[src/rtl/gac_regfile_wr_pkg.sv]
// rtl/gac_regfile_wr_pkg.sv - shared sizes and flat-slice helper for the register file
package gac_regfile_wr_pkg;

  localparam int NREGS  = 32;
  localparam int WIDTH  = 32;
  localparam int ADDR_W = 5;

  localparam logic [ADDR_W-1:0] REG_ZERO = 5'd0;

  // Register idx lives at bits [idx*WIDTH +: WIDTH] of the flattened bus.
  function automatic logic [WIDTH-1:0] reg_slice(input logic [NREGS*WIDTH-1:0] flat,
                                                 input logic [ADDR_W-1:0]      idx);
    return flat[int'(idx)*WIDTH +: WIDTH];
  endfunction

endpackage

[src/rtl/gac_dec_5t32.sv]
// rtl/gac_dec_5t32.sv - combinational 5-to-32 one-hot decoder with enable
module gac_dec_5t32
  import gac_regfile_wr_pkg::*;
(
  input  logic              en,
  input  logic [ADDR_W-1:0] addr,
  output logic [NREGS-1:0]  onehot
);

  always_comb begin
    onehot       = '0;
    onehot[addr] = en;
  end

endmodule

[src/rtl/gac_regfile_wr.sv]
// rtl/gac_regfile_wr.sv - register file write side with pending-write scoreboard
module gac_regfile_wr
  import gac_regfile_wr_pkg::*;
#(
  parameter int WIDTH = 32
) (
  input  logic                   clk,
  input  logic                   rst,
  input  logic                   we,
  input  logic [ADDR_W-1:0]      waddr,
  input  logic [WIDTH-1:0]       wdata,
  input  logic                   issue_en,
  input  logic [ADDR_W-1:0]      issue_addr,
  output logic [NREGS*WIDTH-1:0] regs_flat,
  output logic [NREGS-1:0]       busy
);

  logic [NREGS-1:0] wr_dec;
  logic [NREGS-1:0] set_dec;
  logic             unused_dec0;

  gac_dec_5t32 u_wr_dec (
    .en     (we),
    .addr   (waddr),
    .onehot (wr_dec)
  );

  gac_dec_5t32 u_set_dec (
    .en     (issue_en),
    .addr   (issue_addr),
    .onehot (set_dec)
  );

  // Register 0 is hardwired: its decoder outputs are deliberately ignored.
  assign unused_dec0 = wr_dec[REG_ZERO] | set_dec[REG_ZERO];

  logic [WIDTH-1:0] regs_q [1:NREGS-1];
  logic [NREGS-1:1] busy_q;

  always_ff @(posedge clk or posedge rst) begin
    if (rst) begin
      for (int i = 1; i < NREGS; i++) begin
        regs_q[i] <= '0;
      end
      busy_q <= '0;
    end else begin
      for (int i = 1; i < NREGS; i++) begin
        if (wr_dec[i]) begin
          regs_q[i] <= wdata;
        end
      end
      // A new producer issuing on the retiring register keeps it busy.
      busy_q <= set_dec[NREGS-1:1] | (busy_q & ~wr_dec[NREGS-1:1]);
    end
  end

  assign regs_flat[WIDTH-1:0] = '0;

  for (genvar g = 1; g < NREGS; g++) begin : g_flat
    assign regs_flat[g*WIDTH +: WIDTH] = regs_q[g];
  end

  assign busy = {busy_q, 1'b0};

endmodule

[config.mk]
export PLATFORM = sky130hd
export DESIGN_NAME = gac_regfile_wr
export DESIGN_NICKNAME = d
export VERILOG_FILES = /design/src/rtl/gac_regfile_wr_pkg.sv /design/src/rtl/gac_dec_5t32.sv /design/src/rtl/gac_regfile_wr.sv
export SDC_FILE = /design/constraint.sdc
export NUM_CORES = 2
export LEC_CHECK = 0
export BUFFER_PORTS_ARGS = -buffer_cell sky130_fd_sc_hd__buf_2
export CAP_MARGIN = 25
export CORE_AREA = 2 2 425 427
export CTS_CLUSTER_DIAMETER = 100
export DETAILED_ROUTE_END_ITERATION = 8
export DIE_AREA = 0 0 427 429
export PLACE_DENSITY = 0.39
export SLEW_MARGIN = 20
export SYNTH_ARGS = -nofsm -noshare
export SYNTH_HDL_FRONTEND = slang
export SYNTH_HIERARCHICAL = 1
export SYNTH_SLANG_ARGS = --single-unit
[constraint.sdc]
create_clock -name clk -period 46.6 [get_ports clk]
set_clock_uncertainty 0.05 [all_clocks]
set_input_delay 9.32 -clock clk [delete_from_list [all_inputs] [get_ports clk]]
set_output_delay 9.32 -clock clk [all_outputs]
set_load 0.05 [all_outputs]
After elaboration in Yosys (flattened, before gate mapping)
Cells that the tools add are included.
Widths: inputs -> output; s select.
Storage, ports and cells
  bits in registers: 1023
  word-level logic and storage cells: 47
  bits of input ports: 46
Cells by class
  bitwise logic cells: 5
  reduce and logical (&&, ||, !) cells: 2
  $lt $le $gt $ge: 4
  mux-type cells: 4
Operator list (number)
  $and 32x32->32: 2
  $and 31x31->31: 1
  $not 31->31: 1
  $or 31x31->31: 1
  $lt 5x6->1 const B: 2
  $demux 1 s5: 2
  $ge 5x1->1 const B: 2
  $logic_and 1x1->1: 2
  $mux 1: 2

Longest topological paths before layout
  depth in word-level cells: 8
  mapped depth: 7

Hierarchy
The synthesis kept the hierarchy.
By module, submodules not included
  gac_regfile_wr: cells an instance 2332, instances 1, sequential area each 25599.6 um^2, area each 43320.3 um^2
  gac_dec_5t32: cells an instance 47, instances 2, sequential area each 0.0 um^2, area each 230.2 um^2

Least setup slack after synthesis
OpenSTA, ideal clock, no wires.
  kind: input port to flip-flop
  start: input port waddr[3]
  end: register regs_q (netlist bit regs_flat[105])
  library setup time: 125 ps
  slack: 35817 ps
  path buffers: 2
  arrival: 10607 ps
  cell stages on the path: 5
  cells stage by stage: or4b_1 -> nor2_1 -> buf_6 -> buf_12 -> mux2_4
Between the ends
  cells in the longest elaborated chain, start to end: 5
Ends and longest elaborated chain
  from (decl): RTL line gac_regfile_wr.sv:10  | input logic [ADDR_W-1:0] waddr,
  $lt 5x6->1 (not written as such) / $ge 5x1->1 (equally long branches): RTL line gac_dec_5t32.sv:12  | onehot[addr] = en;
  $logic_and 1x1->1 (not written as such): RTL line gac_dec_5t32.sv:12
  $mux 1 (not written as such): RTL line gac_dec_5t32.sv:12
  $demux 1 s5 *
  $and 32x32->32 (no source line) *
  named net wr_dec[3]: RTL line gac_regfile_wr.sv:18  | logic [NREGS-1:0] wr_dec;
  to (signal, indexed assignment): RTL line gac_regfile_wr.sv:49  | regs_q[i] <= wdata;
  to (decl): RTL line gac_regfile_wr.sv:37  | logic [WIDTH-1:0] regs_q [1:NREGS-1];
Mark *: on every way through the listed nets, which the timed path passes. The rest lies on a longest branch.
A chain may end at the register's enable or synchronous reset.

==> metrics.yaml <==
power_and_ir_drop:
  switching_power_mw: 1.378
  ir_worst_vdd_uv: 28.86
  p_comb_frac: 0.363
  clkPwrFrac: 0.290
  power_density_nw_per_um2: 61.73
  p_leak_nw: 27.23
  intPower_mw: 1.970
  switching_share: 0.4117
  seq_power_share: 0.346
setup_path:
  critPathMaxFanout: 136
  critPathRequiredTime_ns: 47.29
  regToRegSetupSlack_ns: 45.71
  reg2reg_from: "regs_flat[190]$_DFFE_PP0P_"
  r2r_cells: 1
  path_class: "input pin to asynchronous set/reset pin"
  crit_arrival_ns: 13.31
  critPathLaunchType: "input pin"
  cp-end-kind: "asynchronous set/reset pin"
  crit_start: "rst"
  crit_end: "regs_flat[513]$_DFFE_PP0P_"
  reg2reg_to: "regs_flat[190]$_DFFE_PP0P_"
job:
  cap_violations: 0
global_route:
  grt_pass1_wl_mm: 228.8
  first_global_vias: 25061
  grtUsageMet1: 0.2169
  grt_overflow_total: 0
  met2_usage: 0.3062
  antenna_found_initial: 14
  grt_busiest_layer: "met2"
  use_met3: 0.04205
  track_usage: 0.1799
  grt_max_degree: 164
sta:
  whs_ns: 0.4217
  final_hold_viol_count: 0
  finalSetupViolCount: 0
  fin_setup_tns_ns: 0
  final_max_slew_viol_count: 0
  slew-limit-headroom: 0.2775
  post-route-period-util: 0.2707
  max_slew.worst_pin.slew_ns: 1.084
  fin_crit_ns: 12.61
  fmax_mhz: 79.27
  rsz0062_at_grt: "no"
route:
  wire_per_inst_um: 28.65
  drtPass1Iterations: 4
  vias_per_cell: 4.093
  wirelength_mm: 169.1
  drt-initial-drc-count: 1189
  post-route-drc-count: 0
  vias: 24148
  ant_nets: 0
placed_design:
  hpwl_mm: 115.3
  place_congestion: 0.7395
  numPortBuffers: 1068
clock_tree:
  cts_buffers: 121
  post_cts_buffers: 0
  clock_latency_ns: 0.75
  cts_tree: "yes"
  cts.repair.resized: 0
  cts-root-buf: "clkbuf_16"
  holdBufCountCts: 0
  cts_max_level: 3
  clkTransAtPathRegs_ns: 0.06
  clock-sinks: 1023
  clockBufferDepth: 3
floorplan:
  chipWidth_um: 427
  ios: 1102
  start_util: 0.2459
  core_sq_um: 178000
  num_rows: 155
  dieArea_sq_um: 183200
  die_h_um: 429
hold_path:
  hp-class: "flip-flop to flip-flop"
synth:
  netlist_area_sq_um: 43770
  syn_area_per_cell_sq_um: 18.06
  yosysWarnings: 6
  syn_inst: 2424
final_layout:
  multi_input_area_sq_um: 15560
  regArea_sq_um: 25600
  fillCellCount: 17908
  syn2layout_area_growth_pct: 23.90
  drive_above_1_share: 0.6606
  nets: 3489
outcome:
  outcome: "finished, final reports clean"
critical path, cell delays in order:
cell and delay [ns]:
buf_2 0.13, inv_8 0.55, buf_4 0.76, buf_4 0.73, buf_12 0.54, buf_4 0.83
cell usage in the layout (no fill, tap or decap):
cell type,instances
buf_16,3
clkinv_16,1
nor2_4,31
diode_2,3
nand4b_1,6
buf_2,1068
nor2_1,31
nand4bb_1,6
clkinvlp_4,1
dfrtp_1,1023
clkinv_2,17
clkbuf_8,37
nand2_1,2
bufinv_16,6
or2_2,1
mux2_4,899
clkbuf_1,30
a21o_1,31
conb_1,33
mux2_2,93
inv_8,1
or4b_1,2
clkbuf_16,123
clkinv_8,1
or2_1,1
inv_6,2
buf_4,45
inv_16,1
nand2b_1,4
buf_12,7
nand4_1,2
inv_1,31
clkinv_4,3
how the worst min path moves through the flow:
stage	slack (ns)	start	cells after the start	end
2_1_floorplan	0.75	busy_q[20]$_DFF_PP0_	1	busy_q[20]$_DFF_PP0_
5_1_grt	0.43	busy_q[20]$_DFF_PP0_	1	busy_q[20]$_DFF_PP0_
4_1_cts	0.42	busy_q[19]$_DFF_PP0_	1	busy_q[19]$_DFF_PP0_
6_report	0.42	busy_q[7]$_DFF_PP0_	1	busy_q[7]$_DFF_PP0_
3_3_place_gp	0.41	busy_q[17]$_DFF_PP0_	1	busy_q[17]$_DFF_PP0_
3_5_place_dp	0.41	busy_q[19]$_DFF_PP0_	1	busy_q[19]$_DFF_PP0_
metal layers:
metal,up-vias,part of all wire
li1,10306,-
met1,12852,0.40
met2,747,0.50
met3,243,0.054
met4,0,0.042
met5,-,0
area by class of cell:
type                            instances  area share
Clock inverter                         32    0.007059
Sequential cell                      1023      0.4720
Antenna cell                            3   0.0001384
Clock buffer                          190     0.06822
Timing Repair Buffer                 1123      0.1089
Inverter                               32    0.002353
Multi-Input combinational cell       1142      0.2870
Tap cell                             2355     0.05433
power groups by stage:
stage	logic [mW]	clock network, mW	registers [mW]
global route	1.25	1.04	1.18
finish	1.22	0.972	1.16
detailed placement	1.23	0	1.17
global placement	1.23	0	1.17
CTS	1.23	1.01	1.16
floorplan	0.276	0	1.79
state kept, by name, summed over array words and instances (netlist names):
register / count
busy_q: 31
regs_flat: 992
metrics by stage:
step | area, sq um | util | power (mW) | std cells | worst slack [ns]
3_3_place_gp | 49980 | 0.2807 | 2.395 | 5668 | 32.84
2_1_floorplan | 43890 | - | 2.063 | 2456 | 8.442
3_5_place_dp | 50120 | 0.2815 | 2.399 | 5674 | 32.86
5_1_grt | 54230 | 0.3046 | 3.475 | 5898 | 33.32
4_1_cts | 54200 | 0.3044 | 3.396 | 5896 | 33.75
6_report | 54230 | 0.3046 | 3.348 | 5900 | 33.99
Note: power is estimated with default switching activity, not from simulation.
